File: src/rtl/uart_rx_frame.sv
// 8N1 UART receiver: three-flop line synchroniser, start-bit glitch rejection,
// mid-bit sampling, one-cycle done/frame-error strobes and a frame-busy level.
module uart_rx_frame #(
    parameter int CLK_FREQ = 50000000,
    parameter int UART_BPS = 115200
) (
    input  logic       sys_clk,
    input  logic       sys_rst,
    input  logic       uart_rxd,
    output logic       uart_en,
    output logic       uart_done,
    output logic [7:0] uart_data,
    output logic       frame_err
);

    localparam int BPS_CNT  = CLK_FREQ / UART_BPS;
    localparam int HALF_CNT = BPS_CNT / 2;
    localparam int CNT_W    = $clog2(BPS_CNT);

    localparam logic [CNT_W-1:0] CNT_HALF = CNT_W'(HALF_CNT);
    localparam logic [CNT_W-1:0] CNT_LAST = CNT_W'(BPS_CNT - 1);

    typedef enum logic [1:0] {StIdle, StStart, StData, StStop} state_t;

    state_t             r_state;
    logic               r_rxd_s1;
    logic               r_rxd_s2;
    logic               r_rxd_s3;
    logic [CNT_W-1:0]   r_clk_cnt;
    logic [3:0]         r_bit_cnt;
    logic [7:0]         r_rx_shift;
    logic               r_en;
    logic               r_done;
    logic               r_err;
    logic [7:0]         r_data;

    logic               w_rx_fall;
    logic               w_sample;
    logic               w_bit_end;

    assign w_rx_fall = r_rxd_s3 & ~r_rxd_s2;
    assign w_sample  = (r_clk_cnt == CNT_HALF);
    assign w_bit_end = (r_clk_cnt == CNT_LAST);

    always_ff @(posedge sys_clk or posedge sys_rst) begin
        if (sys_rst) begin
            r_state    <= StIdle;
            r_rxd_s1   <= 1'b1;
            r_rxd_s2   <= 1'b1;
            r_rxd_s3   <= 1'b1;
            r_clk_cnt  <= '0;
            r_bit_cnt  <= '0;
            r_rx_shift <= '0;
            r_en       <= 1'b0;
            r_done     <= 1'b0;
            r_err      <= 1'b0;
            r_data     <= '0;
        end else begin
            r_rxd_s1 <= uart_rxd;
            r_rxd_s2 <= r_rxd_s1;
            r_rxd_s3 <= r_rxd_s2;
            r_done   <= 1'b0;
            r_err    <= 1'b0;
            // Busy level trails the state by one cycle, so it is still high in the strobe cycle.
            r_en     <= (r_state != StIdle);

            case (r_state)
                StIdle: begin
                    r_clk_cnt <= '0;
                    if (w_rx_fall) begin
                        r_state   <= StStart;
                        r_bit_cnt <= '0;
                    end
                end
                StStart: begin
                    if (w_sample && r_rxd_s2) begin
                        r_state   <= StIdle;
                        r_clk_cnt <= '0;
                    end else if (w_bit_end) begin
                        r_state   <= StData;
                        r_clk_cnt <= '0;
                    end else begin
                        r_clk_cnt <= r_clk_cnt + 1'b1;
                    end
                end
                StData: begin
                    if (w_sample) begin
                        r_rx_shift <= {r_rxd_s2, r_rx_shift[7:1]};
                        r_bit_cnt  <= r_bit_cnt + 4'd1;
                    end
                    if (w_bit_end) begin
                        r_clk_cnt <= '0;
                        if (r_bit_cnt == 4'd8) begin
                            r_state <= StStop;
                        end
                    end else begin
                        r_clk_cnt <= r_clk_cnt + 1'b1;
                    end
                end
                StStop: begin
                    // Leave at mid stop bit so a back-to-back start edge is not missed.
                    if (w_sample) begin
                        r_state   <= StIdle;
                        r_clk_cnt <= '0;
                        if (r_rxd_s2) begin
                            r_data <= r_rx_shift;
                            r_done <= 1'b1;
                        end else begin
                            r_err  <= 1'b1;
                        end
                    end else begin
                        r_clk_cnt <= r_clk_cnt + 1'b1;
                    end
                end
                default: begin
                    r_state   <= StIdle;
                    r_clk_cnt <= '0;
                end
            endcase
        end
    end

    assign uart_en   = r_en;
    assign uart_done = r_done;
    assign uart_data = r_data;
    assign frame_err = r_err;

endmodule

File: config.mk
export PLATFORM = sky130hd
export DESIGN_NAME = uart_rx_frame
export DESIGN_NICKNAME = d
export VERILOG_FILES = /design/src/rtl/uart_rx_frame.sv
export SDC_FILE = /design/constraint.sdc
export NUM_CORES = 1
export LEC_CHECK = 0
export CORE_UTILIZATION = 30
export CTS_CLUSTER_SIZE = 8
export DETAILED_ROUTE_END_ITERATION = 7
export GPL_TIMING_DRIVEN = 0
export PLACE_DENSITY = 0.45
export SYNTH_ARGS = -nofsm -noshare
export SYNTH_HDL_FRONTEND = slang
export SYNTH_SLANG_ARGS = --single-unit
export TNS_END_PERCENT = 50
File: constraint.sdc
create_clock -name sys_clk -period 4.8 [get_ports sys_clk]
set_input_delay 0.96 -clock sys_clk [delete_from_list [all_inputs] [get_ports sys_clk]]
set_output_delay 0.96 -clock sys_clk [all_outputs]
set_load 0.05 [all_outputs]
==> run summary <==
FF+latch count, synth = 37
Final total negative setup slack = 0 ps
Clock slew at the register clock pins of the worst setup and hold paths = 80 ps
Largest fanout on the critical path = 2
Global Route Usage Sum = 11.9%
Overall die area = 5660 um2
Fraction of power consumed by sequential logic = 48.4%
Relative slew slack = 48.8%
Share of post-route cells with drive strength above 1 = 27.2%
Clock Power Share = 37.6%
CTS max path bufs = 2
Count of endpoints failing setup in the final report = 0
Number of resized instances in the post-cts repair step = 0
Cell-by-cell listing of the critical path = clkdlybuf4s50_1
Die Span Y = 75.2 um
I/O Buffers = 13
Initial standard-cell utilization of the core = 31.3%
WL final = 2.80 mm
Crit. End Element = output port
Post-synth cell types = 35
Gate family responsible for the most delay along the worst path = buffers and inverters
Fin nets = 153
CP startpoint = uart_data[5]
Share of the cycle needed by the critical path after routing = 50.2%
Commonest non-fill, non-tap cells in the layout = dfrtp_1, mux2_2, clkdlybuf4s50_1
Minimum period implied by the final worst setup slack = 2410 ps
Clock sink total = 37
Largest net degree at the start of global routing = 38
Synth Cell Area = 1610 um2
Outcome = completed
Worst-case vdd ir drop = 0.161 mV
Terminus of the critical flop-to-flop path = r_state[0]
Required time at the worst-slack endpoint = 3840 ps
Clock latency reported for the late side of the worst-skew pair = 280 ps
Worst reg2reg path depth = 7
Total congestion overflow after global routing = 0
Number of cell rows = 26
Worst path depth = 1
Final Hold Vio Count = 0
Number of synthesis warnings = 0
Relative contribution of combinational cells to total power = 14.0%
Routability Congestion = 0.740
Commonest non-fill, non-tap cell in the layout = dfrtp_1
Share of synthesized area occupied by flip-flops and latches = 57.8%
Max-capacitance violation count = 0
Data arrival time of the critical path = 1450 ps
# Post-CTS Setup Buffers = 0
Least setup slack across all paths after layout = 2390 ps
Net count after synthesis = 133
Unrepaired setup endpoints after global routing = no
Biggest area consumer among synthesized cells = dfrtp_1
Via count = 998
Path type of the worst setup path = flop to output port
HP Class = flop to flop
Count of pins on the block boundary = 14
Iter 0 DRT Violations = 55
Core footprint = 5140 um2
Post-cts hold buffer count = 0
HPWL after detailed placement = 1.82 mm
CTS Buf Count = 5
Power per standard cell area = 372 nW/um2
Leakage power total = 0.882 nW
Switching Fraction = 28.0%
Signed area change from the synthesized netlist to the final layout = 20.7%
Top cells by area in the synthesized netlist = dfrtp_1, mux2_2, dfstp_2
Antenna Violating Nets Remaining = 0
H-tree depth = 2
CP peak stage delay = 800 ps
Number of antenna violations at the first check in global routing = 0
Vias in the first global route = 1040
Area fraction of the dominant cell type after synthesis = 52.9%
Buffer cell driving the clock tree root = clkbuf_8
Vias per std cell = 4.60
Slowest library cell on the worst path = clkdlybuf4s50_1
DR pass1 iterations = 4
Buffers and inverters on the worst path = 1
TritonCTS clock tree = done
Startpoint class of the critical path = flop
Tightest Pin Transition = 766 ps
Switching power summed over all nets = 0.202 mW
Number of diodes = 0
Horizontal extent of the die = 75.2 um
Setup Slack @ Placement = 2700 ps
Worst Skew = 8.86 ps
Gate count of the mapped netlist = 126
Internal cell power = 0.520 mW
First-pass GRT wire length = 4.93 mm
Avg Inst Size Synth = 12.8 um2
Remaining routing DRC violations = 0
Wire length per cell = 12.9 um
Number of pins exceeding their max-slew limit in the final report = 0
Endpoint of the most critical setup path = uart_data[5]
Reg2Reg Setup Slack = 2840 ps
Fmax = 415 MHz
Startpoint of the lowest-slack register-to-register path = r_clk_cnt[1]
cell usage after synthesis:
cell type and instances:
mux2i_1 1, nand4b_1 1, a311oi_4 1, nand2b_1 1, and4b_1 1, and4_2 2
nand2_1 4, and3_2 1, or3_1 2, o21ai_0 4, o22ai_1 1, clkinv_2 1
buf_2 1, xor2_1 6, buf_4 1, a21oi_1 3, mux2_2 16, a21o_1 1
a41o_1 1, inv_1 6, xnor2_1 1, a2111oi_2 1, and4bb_2 1, ha_1 4
or2_2 1, dfrtp_1 34, a31oi_1 1, nand4_1 4, nor2_4 1, nand3_1 5
nor2_1 11, dfstp_2 3, nor3_1 2, and4bb_4 1, buf_1 1
cells by family (layout without fill, tap and decap cells):
group	after synthesis	in the layout	share of synthesized area, %
AND/OR/NAND/NOR	38	38	14.2
flip-flops	37	37	57.8
multiplexers	17	17	11.8
AO/OA/AOI/OAI	13	13	6.61
buffers and inverters	10	31	2.72
XOR/XNOR	7	7	3.81
adder cells (fa/ha/maj)	4	4	3.11
registers in the layout, summed over array words and instances (netlist names), named ones only:
name	cells
r_clk_cnt	9
r_rx_shift	8
uart_data	8
r_bit_cnt	4
frame_err	1
r_rxd_s1	1
r_rxd_s2	1
r_rxd_s3	1
r_state	1
uart_done	1
uart_en	1
power groups by stage:
stage                     Sequential [mW]  Combinational (mW)  Clock (mW)
after global routing                0.354               0.113       0.296
after floorplan                     0.361              0.0667           0
after global placement              0.354               0.101           0
final                               0.350               0.101       0.271
after CTS                           0.349               0.103       0.284
after detailed placement            0.355               0.103           0
per-layer routing:
metal  vias up  track usage [%]  wire length [um]
met5         -                0                 0
met4         0             4.94                25
met3         2             3.75                88
met2        13             17.7              1210
met1       497             16.0              1480
li1        486                -                 -
worst register-to-register path: cells and delay by family (launching register included):
kind | cells | cell delay (ps)
mux | 1 | 240
buf+inv | 2 | 210
simple gates | 1 | 200
flops | 1 | 430
compound gates | 2 | 670
fa+ha+maj | 1 | 130
how the worst min path moves through the flow:
| stage | start | endpoint | slack (ps) | cells after the start |
|---|---|---|---|---|
| global route | r_rxd_s1 | r_rxd_s2 | 370 | 0 |
| CTS | r_rxd_s1 | r_rxd_s2 | 360 | 0 |
| floorplan | r_rxd_s1 | r_rxd_s2 | 350 | 0 |
| finish | r_rxd_s1 | r_rxd_s2 | 360 | 0 |
| global placement | r_rxd_s1 | r_rxd_s2 | 350 | 0 |
| detailed placement | r_rxd_s1 | r_rxd_s2 | 350 | 0 |
cell type report:
| type | instances | area, um2 |
|---|---|---|
| buffer | 3 | 16.3 |
| clock buffer | 5 | 68.8 |
| clock inverter | 3 | 46.3 |
| fill | 539 | 3200 |
| inverter | 7 | 27.5 |
| multi-input combinational | 79 | 636 |
| sequential | 37 | 930 |
| tap | 70 | 87.6 |
| timing repair buffer | 13 | 130 |
metrics by stage:
step	util (%)	hold WS, ps	area [um2]	cells	power (mW)
2_1_floorplan	-	345	1610	126	0.428
3_5_place_dp	35.5	347	1830	209	0.458
3_3_place_gp	35.5	349	1830	209	0.455
4_1_cts	37.8	358	1940	217	0.736
6_report	37.8	359	1940	217	0.722
5_1_grt	37.8	368	1940	217	0.763
(Power assumes the default switching activity.)
